==> src/rtl/bmsce_serial_comparator_if.sv <==
// Operand/result bundle for the serial magnitude comparator.
// The master side supplies operands and control; the slave side is the comparator.
interface bmsce_serial_comparator_if #(
    parameter int WIDTH = 8
);
    logic             ena;
    logic             start;
    logic             signed_mode;
    logic [WIDTH-1:0] a;
    logic [WIDTH-1:0] b;
    logic             busy;
    logic             done;
    logic             gt;
    logic             eq;
    logic             lt;
    logic [7:0]       cmp_count;

    modport master (
        output ena, start, signed_mode, a, b,
        input  busy, done, gt, eq, lt, cmp_count
    );

    modport slave (
        input  ena, start, signed_mode, a, b,
        output busy, done, gt, eq, lt, cmp_count
    );
endinterface

==> src/rtl/bmsce_serial_comparator.sv <==
// Sequential MSB-first magnitude comparator, DIGIT bits per enabled cycle,
// exiting at the first differing digit; signed operands use offset-binary.
module bmsce_serial_comparator #(
    parameter int WIDTH = 8,
    parameter int DIGIT = 2
) (
    input  logic                          clk,
    input  logic                          rst_n,
    bmsce_serial_comparator_if.slave      bus
);
    localparam int NDIG = WIDTH / DIGIT;
    localparam int CW   = (NDIG > 1) ? $clog2(NDIG) : 1;
    localparam logic [CW-1:0] LAST_DIG = CW'(NDIG - 1);

    typedef enum logic [1:0] {
        IDLE = 2'd0,
        CMP  = 2'd1,
        DONE = 2'd2
    } state_t;

    state_t           state_reg,  state_next;
    logic [WIDTH-1:0] sa_reg,     sa_next;
    logic [WIDTH-1:0] sb_reg,     sb_next;
    logic [CW-1:0]    cnt_reg,    cnt_next;
    logic             gt_reg,     gt_next;
    logic             eq_reg,     eq_next;
    logic             lt_reg,     lt_next;
    logic [7:0]       count_reg,  count_next;

    logic [DIGIT-1:0] dig_a;
    logic [DIGIT-1:0] dig_b;
    logic [WIDTH-1:0] load_a;
    logic [WIDTH-1:0] load_b;

    assign dig_a = sa_reg[WIDTH-1 -: DIGIT];
    assign dig_b = sb_reg[WIDTH-1 -: DIGIT];

    // Flipping the sign bit maps two's complement onto an unsigned order.
    assign load_a = {bus.a[WIDTH-1] ^ bus.signed_mode, bus.a[WIDTH-2:0]};
    assign load_b = {bus.b[WIDTH-1] ^ bus.signed_mode, bus.b[WIDTH-2:0]};

    always_ff @(posedge clk or negedge rst_n) begin
        if (!rst_n) begin
            state_reg <= IDLE;
            sa_reg    <= '0;
            sb_reg    <= '0;
            cnt_reg   <= '0;
            gt_reg    <= 1'b0;
            eq_reg    <= 1'b0;
            lt_reg    <= 1'b0;
            count_reg <= 8'd0;
        end else begin
            state_reg <= state_next;
            sa_reg    <= sa_next;
            sb_reg    <= sb_next;
            cnt_reg   <= cnt_next;
            gt_reg    <= gt_next;
            eq_reg    <= eq_next;
            lt_reg    <= lt_next;
            count_reg <= count_next;
        end
    end

    always_comb begin
        state_next = state_reg;
        sa_next    = sa_reg;
        sb_next    = sb_reg;
        cnt_next   = cnt_reg;
        gt_next    = gt_reg;
        eq_next    = eq_reg;
        lt_next    = lt_reg;
        count_next = count_reg;

        if (bus.ena) begin
            case (state_reg)
                IDLE, DONE: begin
                    if (bus.start) begin
                        sa_next    = load_a;
                        sb_next    = load_b;
                        cnt_next   = '0;
                        state_next = CMP;
                    end else if (state_reg == DONE) begin
                        state_next = IDLE;
                    end
                end
                CMP: begin
                    if (dig_a != dig_b) begin
                        gt_next    = (dig_a > dig_b);
                        lt_next    = (dig_a < dig_b);
                        eq_next    = 1'b0;
                        count_next = count_reg + 8'd1;
                        state_next = DONE;
                    end else if (cnt_reg == LAST_DIG) begin
                        gt_next    = 1'b0;
                        lt_next    = 1'b0;
                        eq_next    = 1'b1;
                        count_next = count_reg + 8'd1;
                        state_next = DONE;
                    end else begin
                        sa_next  = sa_reg << DIGIT;
                        sb_next  = sb_reg << DIGIT;
                        cnt_next = cnt_reg + 1'b1;
                    end
                end
                default: state_next = IDLE;
            endcase
        end
    end

    assign bus.busy      = (state_reg == CMP);
    assign bus.done      = (state_reg == DONE);
    assign bus.gt        = gt_reg;
    assign bus.eq        = eq_reg;
    assign bus.lt        = lt_reg;
    assign bus.cmp_count = count_reg;
endmodule

==> src/flat_wrapper.sv <==
// flat-port wrapper written by rule: the top's interface ports become plain ports
module bmsce_serial_comparator_flat 
#(
    parameter int WIDTH = 8,
    parameter int DIGIT = 2
)
  (clk, rst_n, bus_ena, bus_start, bus_signed_mode, bus_a, bus_b, bus_busy, bus_done, bus_gt, bus_eq, bus_lt, bus_cmp_count);
  bmsce_serial_comparator_if #(.WIDTH(WIDTH)) bus_i ();
  input  logic clk;
  input  logic rst_n;
  input wire logic [$bits(bus_i.ena)-1:0] bus_ena;
  input wire logic [$bits(bus_i.start)-1:0] bus_start;
  input wire logic [$bits(bus_i.signed_mode)-1:0] bus_signed_mode;
  input wire logic [$bits(bus_i.a)-1:0] bus_a;
  input wire logic [$bits(bus_i.b)-1:0] bus_b;
  output wire logic [$bits(bus_i.busy)-1:0] bus_busy;
  output wire logic [$bits(bus_i.done)-1:0] bus_done;
  output wire logic [$bits(bus_i.gt)-1:0] bus_gt;
  output wire logic [$bits(bus_i.eq)-1:0] bus_eq;
  output wire logic [$bits(bus_i.lt)-1:0] bus_lt;
  output wire logic [$bits(bus_i.cmp_count)-1:0] bus_cmp_count;
  assign bus_i.ena = bus_ena;
  assign bus_i.start = bus_start;
  assign bus_i.signed_mode = bus_signed_mode;
  assign bus_i.a = bus_a;
  assign bus_i.b = bus_b;
  assign bus_busy = bus_i.busy;
  assign bus_done = bus_i.done;
  assign bus_gt = bus_i.gt;
  assign bus_eq = bus_i.eq;
  assign bus_lt = bus_i.lt;
  assign bus_cmp_count = bus_i.cmp_count;
  bmsce_serial_comparator #(.WIDTH(WIDTH), .DIGIT(DIGIT)) u_core (.clk(clk), .rst_n(rst_n), .bus(bus_i));
endmodule
==> config.mk <==
export PLATFORM = sky130hd
export DESIGN_NAME = bmsce_serial_comparator_flat
export DESIGN_NICKNAME = d
export VERILOG_FILES = /design/src/rtl/bmsce_serial_comparator_if.sv /design/src/rtl/bmsce_serial_comparator.sv /design/src/flat_wrapper.sv
export SDC_FILE = /design/constraint.sdc
export NUM_CORES = 1
export LEC_CHECK = 0
export BUFFER_PORTS_ARGS = -buffer_cell sky130_fd_sc_hd__buf_4
export CORE_UTILIZATION = 45
export CTS_CLUSTER_DIAMETER = 100
export DETAILED_ROUTE_END_ITERATION = 10
export GPL_TIMING_DRIVEN = 0
export PLACE_DENSITY_LB_ADDON = 0.25
export RECOVER_POWER = 100
export SYNTH_ARGS = -nofsm -noshare
export SYNTH_HDL_FRONTEND = slang
export SYNTH_SLANG_ARGS = --single-unit
==> constraint.sdc <==
create_clock -name clk -period 3.15 [get_ports clk]
set_clock_uncertainty 0.15 [all_clocks]
set_input_delay 0.63 -clock clk [delete_from_list [all_inputs] [get_ports clk]]
set_output_delay 0.63 -clock clk [all_outputs]
set_load 0.005 [all_outputs]
==> qor.txt, run 1 <==
OUTCOME
--------------------------------------------------------------------------------------
Status .................................................................. complete, but fails checks
Violated checks ......................................................... capacitance limit, slew limit

WORST SETUP PATH
--------------------------------------------------------------------------------------
Kind of critical path ................................................... register to register
Critical-path maximum fanout ............................................            8
Cell depth of the worst flop-to-flop path ...............................            5
Cell class contributing the biggest share of worst-path delay ........... compound AO/OA/AOI/OAI gates
Slowest stage cell, crit path ........................................... sky130_fd_sc_hd__a21boi_0
Register-to-Register Setup Slack ........................................      0.69 ns
Critical path buffer and inverter count .................................            0
Type of destination of the critical path ................................     register
Largest stage delay on the critical path ................................      0.61 ns
Data arrival time at the worst-slack endpoint ...........................      2.54 ns
WP depth ................................................................            5
List of cells traversed by the critical path ............................ ha_1, nand4b_2, a21boi_0, nand2_1, a22o_1
Critical Path RT ........................................................      3.23 ns
Type of origin of the critical path .....................................     register

POWER AND IR DROP
--------------------------------------------------------------------------------------
PwrDens .................................................................   932 mW/mm²
Leakage power ...........................................................     0.863 nW
Maximum vdd drop ........................................................     0.441 mV
Design Power ............................................................      1.68 mW

FLOORPLANNING
--------------------------------------------------------------------------------------
Die Width ...............................................................      60.2 µm
Die Area ................................................................  0.00363 mm²
Core area ...............................................................  0.00313 mm²
Starting density of the core ............................................        0.488
Top-level port count ....................................................           34
Floorplan die height ....................................................      60.2 µm
Std cell rows ...........................................................           20

CLOCK NETWORK
--------------------------------------------------------------------------------------
Maximum root-to-sink buffer count .......................................            2
Clk Latency, worst-skew pair ............................................      0.33 ns
Postcts setup bufs ......................................................            0
CTS Root Cell ........................................................... sky130_fd_sc_hd__clkbuf_4
Number of clock sinks seen by CTS .......................................           31
H-Tree Depth ............................................................            2
TritonCTS clock tree ....................................................        built
# hold bufs at CTS ......................................................            0
Clock Pin Slew Worst Setup and Hold Paths ...............................      0.09 ns
Resize count post-CTS ...................................................            0
TritonCTS buffer count ..................................................            5

LOGIC SYNTHESIS
--------------------------------------------------------------------------------------
Cell Area, Synth ........................................................  0.00153 mm²
Share of the yosys chip area belonging to registers .....................        0.508
Top cells by area in the synthesized netlist ............................ sky130_fd_sc_hd__dfrtp_1 (51%), sky130_fd_sc_hd__a2bb2oi_2 (9.8%), sky130_fd_sc_hd__o22ai_1 (4.9%)
Number of unique standard cell types used by synthesis ..................           33
Post-synthesis sequential element count .................................           31
Total of warnings raised by yosys .......................................            0
Yosys top cell area share ...............................................        0.508
Count of mapped cells out of synthesis ..................................          125
Mean cell area of the mapped netlist ....................................     12.2 µm²
Synth area leader ....................................................... sky130_fd_sc_hd__dfrtp_1
Net count of the mapped netlist .........................................          150

STA
--------------------------------------------------------------------------------------
Final number of hold-violating endpoints ................................            0
Final worst path period share ...........................................        0.781
Final critical-path required period .....................................      2.46 ns
Fmax ....................................................................      407 MHz
Count of pins over their slew limit .....................................           32
Headroom to the max-slew limit ..........................................      -0.0907
Post-Route Setup TNS ....................................................         0 ns
Worst setup margin ......................................................     0.690 ns
Finish-stage setup viols ................................................            0
Pin slew with the least headroom to its limit ...........................      1.64 ns
Setup repair after global routing missed its margin .....................           no

PLACED DESIGN
--------------------------------------------------------------------------------------
Weighted congestion reported at the end of routability-driven placement .        0.746
Half-perimeter wire length of the detailed placement result .............      2160 µm
Worst setup slack before clock tree synthesis ...........................      1.27 ns
PortBufs ................................................................           33

HOLD PATH
--------------------------------------------------------------------------------------
Hold path depth .........................................................            1
Tightest Hold Check Type ................................................ register to register

DRT
--------------------------------------------------------------------------------------
Post-DR wirelength/cell .................................................      14.8 µm
Via count of the routed design ..........................................         1136
Antenna-violating nets left .............................................            0
DR vias/cell ............................................................         5.41
Number of iterations in the first detailed-routing pass .................            4
Initial DRC Count .......................................................           21
Post-Route WL ...........................................................      3110 µm
Drc violations ..........................................................            0

GLOBAL ROUTING
--------------------------------------------------------------------------------------
Global-route wire length before repair ..................................      5210 µm
Initial antenna violation count .........................................            0
Global route overflow ...................................................            0
Vias in the first global route ..........................................         1131
Maximum number of pins on one net before global-route repair ............           32
Global-route total usage across every layer .............................        0.201

CELLS AND AREA
--------------------------------------------------------------------------------------
Final-layout fill cell count ............................................          287
Share of layout cells above drive strength 1 ............................        0.289
# nets final ............................................................          190
Layout Area Growth over Synthesis .......................................        17.9%
Number of inserted diodes ...............................................            0

JOB
--------------------------------------------------------------------------------------
Max-capacitance violation count .........................................            1

-- cell families after synthesis --
logic type / share of synthesized area
AOI/OAI and AO/OA: 0.231
xor gates and xnor gates: 0.0516
adders and majority gates: 0.0328
buffers and inverters: 0.0434
DFF: 0.508
and+or+nand+nor: 0.133
-- report_power, final --
group,total (mW),internal (mW),switching (mW),leakage [nW]
Clock,0.265,0.131,0.134,0.0386
Combinational,0.716,0.366,0.350,0.448
Sequential,0.696,0.563,0.133,0.376
-- area by class of cell --
cell class,count,area (µm²),share of cell area
well taps,44,55.1,0.0306
inverters,6,22.5,0.0125
plain buffers,5,42.5,0.0236
repair buffers,33,244,0.136
multi-input cells,83,591,0.328
clock buffers,8,68.8,0.0382
flip-flops and latches,31,776,0.431
-- cells in the mapped netlist --
| cell | count |
|---|---|
| sky130_fd_sc_hd__nand3_1 | 4 |
| sky130_fd_sc_hd__nand2_1 | 10 |
| sky130_fd_sc_hd__o21a_1 | 1 |
| sky130_fd_sc_hd__a2bb2oi_2 | 10 |
| sky130_fd_sc_hd__nand3b_1 | 1 |
| sky130_fd_sc_hd__nand3_4 | 1 |
| sky130_fd_sc_hd__a22o_1 | 5 |
| sky130_fd_sc_hd__nor2_1 | 3 |
| sky130_fd_sc_hd__a21boi_4 | 1 |
| sky130_fd_sc_hd__ha_1 | 4 |
| sky130_fd_sc_hd__nand2b_2 | 1 |
| sky130_fd_sc_hd__nand4_1 | 3 |
| sky130_fd_sc_hd__and2b_1 | 1 |
| sky130_fd_sc_hd__o21ai_0 | 4 |
| sky130_fd_sc_hd__nand4b_2 | 1 |
| sky130_fd_sc_hd__buf_2 | 2 |
| sky130_fd_sc_hd__and3_2 | 1 |
| sky130_fd_sc_hd__a22oi_1 | 2 |
| sky130_fd_sc_hd__o22ai_1 | 12 |
| sky130_fd_sc_hd__inv_1 | 6 |
| sky130_fd_sc_hd__a32o_1 | 1 |
| sky130_fd_sc_hd__and2_4 | 1 |
| sky130_fd_sc_hd__buf_6 | 1 |
| sky130_fd_sc_hd__a21o_1 | 1 |
| sky130_fd_sc_hd__nand2b_1 | 1 |
| sky130_fd_sc_hd__a21oi_1 | 1 |
| sky130_fd_sc_hd__dfrtp_1 | 31 |
| sky130_fd_sc_hd__xnor2_1 | 4 |
| sky130_fd_sc_hd__buf_8 | 1 |
| sky130_fd_sc_hd__nand2_2 | 1 |
| sky130_fd_sc_hd__buf_4 | 1 |
| sky130_fd_sc_hd__nor3_2 | 3 |
| sky130_fd_sc_hd__xor2_1 | 5 |
-- stage by stage --
stage / cell area [µm²] / hold WS (ns) / cells / utilization
after detailed placement: 1830 / 0.308 / 202 / 0.585
after CTS: 1900 / 0.0679 / 210 / 0.607
after global placement: 1830 / 0.307 / 202 / 0.585
final: 1800 / 0.318 / 210 / 0.575
after floorplan: 1530 / 0.184 / 125 / -
after global routing: 1800 / 0.331 / 210 / 0.575
-- final timing paths --
check,endpoint,startpoint
hold / removal,u_core.bus.cmp_count[7]$_DFFE_PN0P_,u_core.bus.cmp_count[7]$_DFFE_PN0P_
setup / recovery,u_core.sa_reg[1]$_DFFE_PN0P_,u_core.sa_reg[7]$_DFFE_PN0P_
hold reg to reg,u_core.bus.cmp_count[7]$_DFFE_PN0P_,u_core.bus.cmp_count[7]$_DFFE_PN0P_
setup reg to reg,u_core.sa_reg[1]$_DFFE_PN0P_,u_core.sa_reg[7]$_DFFE_PN0P_
max in group asynchronous,u_core.bus.gt$_DFFE_PN0P_,rst_n
min in group asynchronous,u_core.sa_reg[2]$_DFFE_PN0P_,rst_n
-- metal layers --
layer / global-route usage / vias up / share of wire
met2: 0.309 / 23 / 0.49
met1: 0.266 / 568 / 0.46
met4: 0.0598 / 0 / 0.013
li1: - / 540 / -
met3: 0.0714 / 5 / 0.040
met5: 0 / - / 0
-- cells in the final DEF, fill, tap and decap left out, types with 2 or more instances in the layout --
cell type	instances
sky130_fd_sc_hd__dfrtp_1	31
sky130_fd_sc_hd__buf_4	21
sky130_fd_sc_hd__clkbuf_4	17
sky130_fd_sc_hd__o22ai_1	12
sky130_fd_sc_hd__nand2_1	11
sky130_fd_sc_hd__a2bb2oi_1	8
sky130_fd_sc_hd__inv_1	6
sky130_fd_sc_hd__a22o_1	5
sky130_fd_sc_hd__nand3_1	5
sky130_fd_sc_hd__xor2_1	5
sky130_fd_sc_hd__o21ai_0	4
sky130_fd_sc_hd__xnor2_1	4
sky130_fd_sc_hd__ha_1	4
sky130_fd_sc_hd__clkbuf_1	3
sky130_fd_sc_hd__nor2_1	3
sky130_fd_sc_hd__nand4_1	3
sky130_fd_sc_hd__nor3_1	3
sky130_fd_sc_hd__a2bb2oi_2	2
sky130_fd_sc_hd__a22oi_1	2
sky130_fd_sc_hd__clkbuf_8	2
Power figures use the tool's default switching activity.
==> run 2: changes to the inputs <==
==> constraint.sdc (replaced) <==
create_clock -name clk -period 2.47 [get_ports clk]
set_clock_uncertainty 0.15 [all_clocks]
set_input_delay 0.494 -clock clk [delete_from_list [all_inputs] [get_ports clk]]
set_output_delay 0.494 -clock clk [all_outputs]
set_load 0.005 [all_outputs]
==> run 2 against run 1 <==
  * Utilization rose by 0.44 points
  * Flip-flop and latch count did not move
  * Critical endpoint is now u_core.sb_reg[3]$_DFFE_PN0P_
  * The flow now finishes without violations
  * Worst setup slack got worse by 0.33 ns
==> qor.txt, run 2 (synthesis gave the netlist of run 1 again) <==
OUTCOME
--------------------------------------------------------------------------------------
Status .................................................................. finished, final reports clean

WORST SETUP PATH
--------------------------------------------------------------------------------------
Critical Path RT ........................................................      2.58 ns   -0.65 ns
Data arrival time at the worst-slack endpoint ...........................      2.22 ns   -0.32 ns
Type of origin of the critical path .....................................     register
Critical-path maximum fanout ............................................           10   +2
Kind of critical path ................................................... register to register
Type of destination of the critical path ................................     register

DRT
--------------------------------------------------------------------------------------
Drc violations ..........................................................            0   unchanged
Post-Route WL ...........................................................      3110 µm   unchanged
Antenna-violating nets left .............................................            0   unchanged
DR vias/cell ............................................................         5.55   +2.6%
Number of iterations in the first detailed-routing pass .................            4   unchanged
Initial DRC Count .......................................................           21   unchanged
Via count of the routed design ..........................................         1171   +3.1%
Post-DR wirelength/cell .................................................      14.7 µm   -0.47%

HOLD PATH
--------------------------------------------------------------------------------------
Tightest Hold Check Type ................................................ input port to register

GLOBAL ROUTING
--------------------------------------------------------------------------------------
Global route overflow ...................................................            0   unchanged
Met2 track demand over resource .........................................        0.309   unchanged
Maximum number of pins on one net before global-route repair ............           32   unchanged
Global-route wire length before repair ..................................      5210 µm   unchanged
Met1 GRT Util ...........................................................        0.266   unchanged
Most utilized layer in the global route result ..........................         met2
Global-route track usage on met3 ........................................       0.0714   unchanged
Global-route total usage across every layer .............................        0.201   unchanged
Initial antenna violation count .........................................            0   unchanged
Vias in the first global route ..........................................         1131   unchanged

FLOORPLANNING
--------------------------------------------------------------------------------------
Floorplan die height ....................................................      60.2 µm   unchanged
Core area ...............................................................  0.00313 mm²   unchanged
Die Area ................................................................  0.00363 mm²   unchanged
Top-level port count ....................................................           34   unchanged
Starting density of the core ............................................        0.488   unchanged
Std cell rows ...........................................................           20   unchanged
Die Width ...............................................................      60.2 µm   unchanged

POWER AND IR DROP
--------------------------------------------------------------------------------------
Part of the total power dissipated in combinational logic ...............        0.428   about the same
Fraction of power spent switching nets ..................................        0.366   -0.00171
Share of total power in the clock network ...............................        0.156   -0.002
Maximum vdd drop ........................................................     0.562 mV   +27%
Cell internal pwr .......................................................      1.36 mW   +28%
Net switching power .....................................................       782 µW   +27%
Design Power ............................................................      2.14 mW   +28%
PwrDens .................................................................  1180 mW/mm²   +27%
Share of power burned in registers ......................................        0.415   about the same
Leakage power ...........................................................     0.873 nW   +1.2%

STA
--------------------------------------------------------------------------------------
Final critical-path required period .....................................      2.11 ns   -0.351 ns
Setup repair after global routing missed its margin .....................           no
Fmax ....................................................................      474 MHz   +17%
Count of pins over their slew limit .....................................            0   -100%
Headroom to the max-slew limit ..........................................        0.486   +0.576
Final number of hold-violating endpoints ................................            0   unchanged
Final worst path period share ...........................................        0.854   +0.0729
Finish-stage setup viols ................................................            0   unchanged
Post-Route Setup TNS ....................................................         0 ns   unchanged
Pin slew with the least headroom to its limit ...........................     0.772 ns   -0.865 ns

CELLS AND AREA
--------------------------------------------------------------------------------------
Share of layout cells above drive strength 1 ............................        0.299   +0.0102
Non-Filler Instances ....................................................          211   +0.48%
Register Area ...........................................................      776 µm²   unchanged
Layout Area Growth over Synthesis .......................................        18.8%
Multi-input gate area ...................................................      592 µm²   +0.21%
Most frequent standard cell in the layout excluding fill and tap cells .. sky130_fd_sc_hd__dfrtp_1
Most frequent cells in the layout ....................................... sky130_fd_sc_hd__dfrtp_1 (31), sky130_fd_sc_hd__buf_4 (21), sky130_fd_sc_hd__clkbuf_4 (17)
Number of inserted diodes ...............................................            0   unchanged
Final-layout fill cell count ............................................          283   -1.4%
# nets final ............................................................          191   +0.53%

CLOCK NETWORK
--------------------------------------------------------------------------------------
Postcts setup bufs ......................................................            0   unchanged
Maximum root-to-sink buffer count .......................................            2   unchanged
TritonCTS buffer count ..................................................            5   unchanged
H-Tree Depth ............................................................            2   unchanged
CTS Root Cell ........................................................... sky130_fd_sc_hd__clkbuf_4
TritonCTS clock tree ....................................................        built
Clk Latency, worst-skew pair ............................................      0.33 ns   about the same
Clock Pin Slew Worst Setup and Hold Paths ...............................      0.09 ns   about the same
Resize count post-CTS ...................................................            0   unchanged
# hold bufs at CTS ......................................................            1   +1
Number of clock sinks seen by CTS .......................................           31   unchanged

PLACED DESIGN
--------------------------------------------------------------------------------------
Weighted congestion reported at the end of routability-driven placement .        0.746   unchanged
Placed cell count .......................................................          202   unchanged
Half-perimeter wire length of the detailed placement result .............      2160 µm   unchanged
PortBufs ................................................................           33   unchanged

JOB
--------------------------------------------------------------------------------------
Max-capacitance violation count .........................................            0   -1

==> run 2: changes by cell type in the layout (fill, tap and decap cells not counted) <==
cell,previous run,this run
sky130_fd_sc_hd__clkbuf_1,3,1
sky130_fd_sc_hd__a21boi_0,1,0
sky130_fd_sc_hd__a21boi_1,0,1
sky130_fd_sc_hd__and2_0,0,1
sky130_fd_sc_hd__and2_2,1,0
sky130_fd_sc_hd__buf_2,1,2
sky130_fd_sc_hd__clkbuf_2,0,1
sky130_fd_sc_hd__dlygate4sd3_1,0,1
sky130_fd_sc_hd__nand2_1,11,10
sky130_fd_sc_hd__nand2_2,0,1
==> run 2: final timing paths <==
kind / from / end / slack [ns] / cells past startpoint
max: u_core.sa_reg[7]$_DFFE_PN0P_ / u_core.sb_reg[3]$_DFFE_PN0P_ / 0.36 / 6
min reg2reg: u_core.bus.cmp_count[7]$_DFFE_PN0P_ / u_core.bus.cmp_count[7]$_DFFE_PN0P_ / 0.32 / 1
min in group asynchronous: rst_n / u_core.sa_reg[2]$_DFFE_PN0P_ / 0.61 / 2
min: bus_a[0] / u_core.sa_reg[0]$_DFFE_PN0P_ / 0.22 / 2
max in group asynchronous: rst_n / u_core.bus.eq$_DFFE_PN0P_ / 1.07 / 2
max reg2reg: u_core.sa_reg[7]$_DFFE_PN0P_ / u_core.sb_reg[3]$_DFFE_PN0P_ / 0.36 / 6
==> run 2: final cells by class <==
class | instances | area share
Tap cell | 44 | 0.0304
Buffer | 5 | 0.0242
Inverter | 6 | 0.0124
Sequential cell | 31 | 0.428
Clock buffer | 8 | 0.0380
Timing Repair Buffer | 34 | 0.141
Multi-Input combinational cell | 83 | 0.326
==> run 2: worst max-delay path: stages, from the launching register on <==
cell and delay [ns]:
sky130_fd_sc_hd__dfrtp_1 0.40, sky130_fd_sc_hd__ha_1 0.36, sky130_fd_sc_hd__nand4b_2 0.12, sky130_fd_sc_hd__a21boi_1 0.44, sky130_fd_sc_hd__and2_0 0.25, sky130_fd_sc_hd__buf_8 0.15
sky130_fd_sc_hd__a2bb2oi_1 0.16
==> run 2: power groups by stage <==
stage | clock [mW] | combinational [mW] | sequential, mW
finish | 0.335 | 0.916 | 0.888
global route | 0.373 | 1.02 | 0.920
CTS | 0.346 | 1.04 | 0.896
detailed placement | 0 | 1.03 | 0.904
global placement | 0 | 0.992 | 0.893
floorplan | 0 | 0.749 | 0.868
==> run 2: layer usage <==
| layer | part of all wire | vias to the layer above |
|---|---|---|
| met4 | 0.017 | 0 |
| li1 | - | 548 |
| met3 | 0.056 | 7 |
| met1 | 0.46 | 581 |
| met2 | 0.47 | 35 |
| met5 | 0 | - |
==> run 2: stage by stage <==
step | hold WS, ns | worst slack, ns | utilization | area [µm²]
global placement | 0.290 | 0.672 | 0.585 | 1830
detailed placement | 0.300 | 0.589 | 0.585 | 1830
CTS | 0.211 | 0.370 | 0.610 | 1910
floorplan | 0.0484 | 0.789 | - | 1530
global route | 0.195 | 0.201 | 0.580 | 1810
finish | 0.223 | 0.361 | 0.580 | 1810
==> run 3: changes to the inputs <==
--- a/config.mk
+++ b/config.mk
@@ -6,7 +6,7 @@
 export NUM_CORES = 1
 export LEC_CHECK = 0
 export BUFFER_PORTS_ARGS = -buffer_cell sky130_fd_sc_hd__buf_4
-export CORE_UTILIZATION = 45
+export CORE_UTILIZATION = 53
 export CTS_CLUSTER_DIAMETER = 100
 export DETAILED_ROUTE_END_ITERATION = 10
 export GPL_TIMING_DRIVEN = 0
==> run 3 against run 2 <==
  * Power is 2.6% lower
  * Sequential share of layout area is 0.54 points higher
  * Critical path depth stayed put
  * Utilization is 7.5 points higher
  * Sequential power hardly changed
  * Clock power is 18% lower
==> qor.txt, run 3 (synthesis gave the netlist of run 1 again) <==
FLOORPLANNING
--------------------------------------------------------------------------------------
Starting density of the core ............................................        0.558   +0.0704
Floorplan die height ....................................................      55.7 µm   -7.6%
Top-level port count ....................................................           34   unchanged
Die Area ................................................................  0.00310 mm²   -15%
Std cell rows ...........................................................           19   -5.0%
Die Width ...............................................................      55.7 µm   -7.6%
Core area ...............................................................  0.00273 mm²   -13%

STA
--------------------------------------------------------------------------------------
Finish-stage setup viols ................................................            0   unchanged
Final number of hold-violating endpoints ................................            0   unchanged
Post-Route Setup TNS ....................................................         0 ns   unchanged
Headroom to the max-slew limit ..........................................        0.499   +0.0138
Setup repair after global routing missed its margin .....................           no
Final critical-path required period .....................................      2.14 ns   +0.0262 ns
Final worst path period share ...........................................        0.864   +0.0106
Count of pins over their slew limit .....................................            0   unchanged
Fmax ....................................................................      468 MHz   -1.2%
Pin slew with the least headroom to its limit ...........................     0.751 ns   -0.0207 ns

DRT
--------------------------------------------------------------------------------------
Via count of the routed design ..........................................         1137   -2.9%
DR vias/cell ............................................................         5.74   +3.5%
Antenna-violating nets left .............................................            0   unchanged
Drc violations ..........................................................            0   unchanged
Initial DRC Count .......................................................           20   -4.8%
Number of iterations in the first detailed-routing pass .................            4   unchanged
Post-DR wirelength/cell .................................................      14.9 µm   +1.2%
Post-Route WL ...........................................................      2950 µm   -5.0%

CLOCK NETWORK
--------------------------------------------------------------------------------------
H-Tree Depth ............................................................            2   unchanged
CTS Root Cell ........................................................... sky130_fd_sc_hd__clkbuf_4
TritonCTS clock tree ....................................................        built
Number of clock sinks seen by CTS .......................................           31   unchanged
Postcts setup bufs ......................................................            0   unchanged
TritonCTS buffer count ..................................................            5   unchanged
Clk Latency, worst-skew pair ............................................      0.33 ns   about the same
Maximum root-to-sink buffer count .......................................            2   unchanged
Clock Pin Slew Worst Setup and Hold Paths ...............................      0.09 ns   about the same

WORST SETUP PATH
--------------------------------------------------------------------------------------
Slowest stage cell, crit path ........................................... sky130_fd_sc_hd__a21boi_1
Largest stage delay on the critical path ................................      0.46 ns   +0.02 ns
End of the worst register-to-register path .............................. u_core.sb_reg[5]$_DFFE_PN0P_
Critical-path maximum fanout ............................................           10   unchanged
FF-to-FF Start .......................................................... u_core.sa_reg[7]$_DFFE_PN0P_
Type of destination of the critical path ................................     register
Type of origin of the critical path .....................................     register
Launching instance or port of the critical path ......................... u_core.sa_reg[7]$_DFFE_PN0P_
Cell depth of the worst flop-to-flop path ...............................            6   unchanged
Cell class contributing the biggest share of worst-path delay ........... compound AO/OA/AOI/OAI gates
Data arrival time at the worst-slack endpoint ...........................      2.23 ns   about the same
List of cells traversed by the critical path ............................ ha_1, nand4b_2, a21boi_1, and2_0, buf_8, a2bb2oi_1
Critical path buffer and inverter count .................................            1   unchanged
Register-to-Register Setup Slack ........................................      0.33 ns   -0.03 ns
Critical Path RT ........................................................      2.56 ns   -0.02 ns
Kind of critical path ................................................... register to register

HOLD PATH
--------------------------------------------------------------------------------------
Tightest Hold Check Type ................................................ input port to register
Hold path depth .........................................................            2   unchanged
End point of the worst hold path ........................................ u_core.sb_reg[0]$_DFFE_PN0P_
Beginning of the worst hold path ........................................     bus_b[0]

GLOBAL ROUTING
--------------------------------------------------------------------------------------
Global-route track usage on met3 ........................................       0.0558   -0.0156
Most utilized layer in the global route result ..........................         met2
Global-route total usage across every layer .............................        0.216   +0.0144
Global-route wire length before repair ..................................      5130 µm   -1.5%
Initial antenna violation count .........................................            0   unchanged
Met1 GRT Util ...........................................................        0.283   +0.0179
Global route overflow ...................................................            0   unchanged
Met2 track demand over resource .........................................        0.348   +0.0384
Vias in the first global route ..........................................         1140   +0.80%
Maximum number of pins on one net before global-route repair ............           32   unchanged

PLACED DESIGN
--------------------------------------------------------------------------------------
Half-perimeter wire length of the detailed placement result .............      2200 µm   +1.6%
PortBufs ................................................................           33   unchanged
Weighted congestion reported at the end of routability-driven placement .        0.724   -2.9%

CELLS AND AREA
--------------------------------------------------------------------------------------
Fraction of the core area covered by cells at the end of the flow .......        0.655   +0.0753
Share of layout cells above drive strength 1 ............................        0.305   +0.00599
Number of inserted diodes ...............................................            0   unchanged
Most frequent cells in the layout ....................................... sky130_fd_sc_hd__dfrtp_1 (31), sky130_fd_sc_hd__buf_4 (21), sky130_fd_sc_hd__clkbuf_4 (17)
# nets final ............................................................          191   unchanged
Most frequent standard cell in the layout excluding fill and tap cells .. sky130_fd_sc_hd__dfrtp_1
Layout Area Growth over Synthesis .......................................        17.3%
Final-layout fill cell count ............................................          234   -17%

POWER AND IR DROP
--------------------------------------------------------------------------------------
Leakage power ...........................................................     0.865 nW   -0.88%
PwrDens .................................................................  1160 mW/mm²   -1.3%
Maximum vdd drop ........................................................     0.884 mV   +57%

JOB
--------------------------------------------------------------------------------------
Max-capacitance violation count .........................................            0   unchanged

OUTCOME
--------------------------------------------------------------------------------------
Status .................................................................. finished, final reports clean

[run 3: cell types whose count changed in the layout (fill, tap and decap cells not counted)]
cell	change
sky130_fd_sc_hd__clkbuf_1	+1
sky130_fd_sc_hd__clkbuf_8	-2
sky130_fd_sc_hd__a2bb2oi_2	+2
sky130_fd_sc_hd__buf_2	-1
sky130_fd_sc_hd__clkbuf_2	+1
sky130_fd_sc_hd__a2bb2oi_1	-2
sky130_fd_sc_hd__clkinv_2	+1
[run 3: final cells by class]
cell class / instances / area, µm² / area share
flip-flops and latches: 31 / 776 / 0.433
multi-input cells: 83 / 604 / 0.338
repair buffers: 34 / 255 / 0.143
clock buffers: 7 / 45.0 / 0.0252
plain buffers: 5 / 43.8 / 0.0245
well taps: 31 / 38.8 / 0.0217
inverters: 6 / 22.5 / 0.0126
clock inverters: 1 / 5.00 / 0.00280
[run 3: timing repair]
item	CTS	global route
hold endpoints to repair	31	0
gates resized for setup	0	0
hold buffers	1	0
[run 3: worst register-to-register path, stage by stage, from the launching register on]
cell and delay, ns:
sky130_fd_sc_hd__dfrtp_1 0.41, sky130_fd_sc_hd__ha_1 0.36, sky130_fd_sc_hd__nand4b_2 0.11, sky130_fd_sc_hd__a21boi_1 0.46, sky130_fd_sc_hd__and2_0 0.25, sky130_fd_sc_hd__buf_8 0.15, sky130_fd_sc_hd__a2bb2oi_1 0.17
[run 3: worst max-delay path by stage]
stage / endpoint / slack, ns / cells after the start
after CTS: bus_busy / 0.36 / 4
after global routing: u_core.sb_reg[2]$_DFFE_PN0P_ / 0.16 / 6
after floorplan: u_core.sa_reg[7]$_DFFE_PN0P_ / 0.79 / 6
after detailed placement: u_core.sb_reg[5]$_DFFE_PN0P_ / 0.61 / 5
after global placement: u_core.sa_reg[7]$_DFFE_PN0P_ / 0.67 / 5
final: u_core.sb_reg[5]$_DFFE_PN0P_ / 0.33 / 6
[run 3: through the flow]
step / instance area, µm² / setup WS (ns) / power, mW / hold WS [ns] / std cells
after floorplan: 1530 / 0.789 / 1.62 / 0.0484 / 125
after global placement: 1810 / 0.671 / 1.88 / 0.289 / 189
after detailed placement: 1810 / 0.605 / 1.93 / 0.295 / 189
after CTS: 1870 / 0.361 / 2.20 / 0.223 / 198
after global routing: 1790 / 0.164 / 2.25 / 0.230 / 198
final: 1790 / 0.335 / 2.08 / 0.231 / 198
[run 3: report_power, final]
| part | total [mW] | switching (mW) | internal, mW | leakage [nW] |
|---|---|---|---|---|
| clock | 0.276 | 0.166 | 0.111 | 0.0293 |
| sequential | 0.885 | 0.167 | 0.718 | 0.376 |
| combinational | 0.922 | 0.441 | 0.481 | 0.460 |
[run 3: routing by layer]
layer	vias to the layer above	share of wire
li1	545	-
met1	557	0.46
met5	-	0
met2	30	0.48
met4	0	0.014
met3	5	0.051
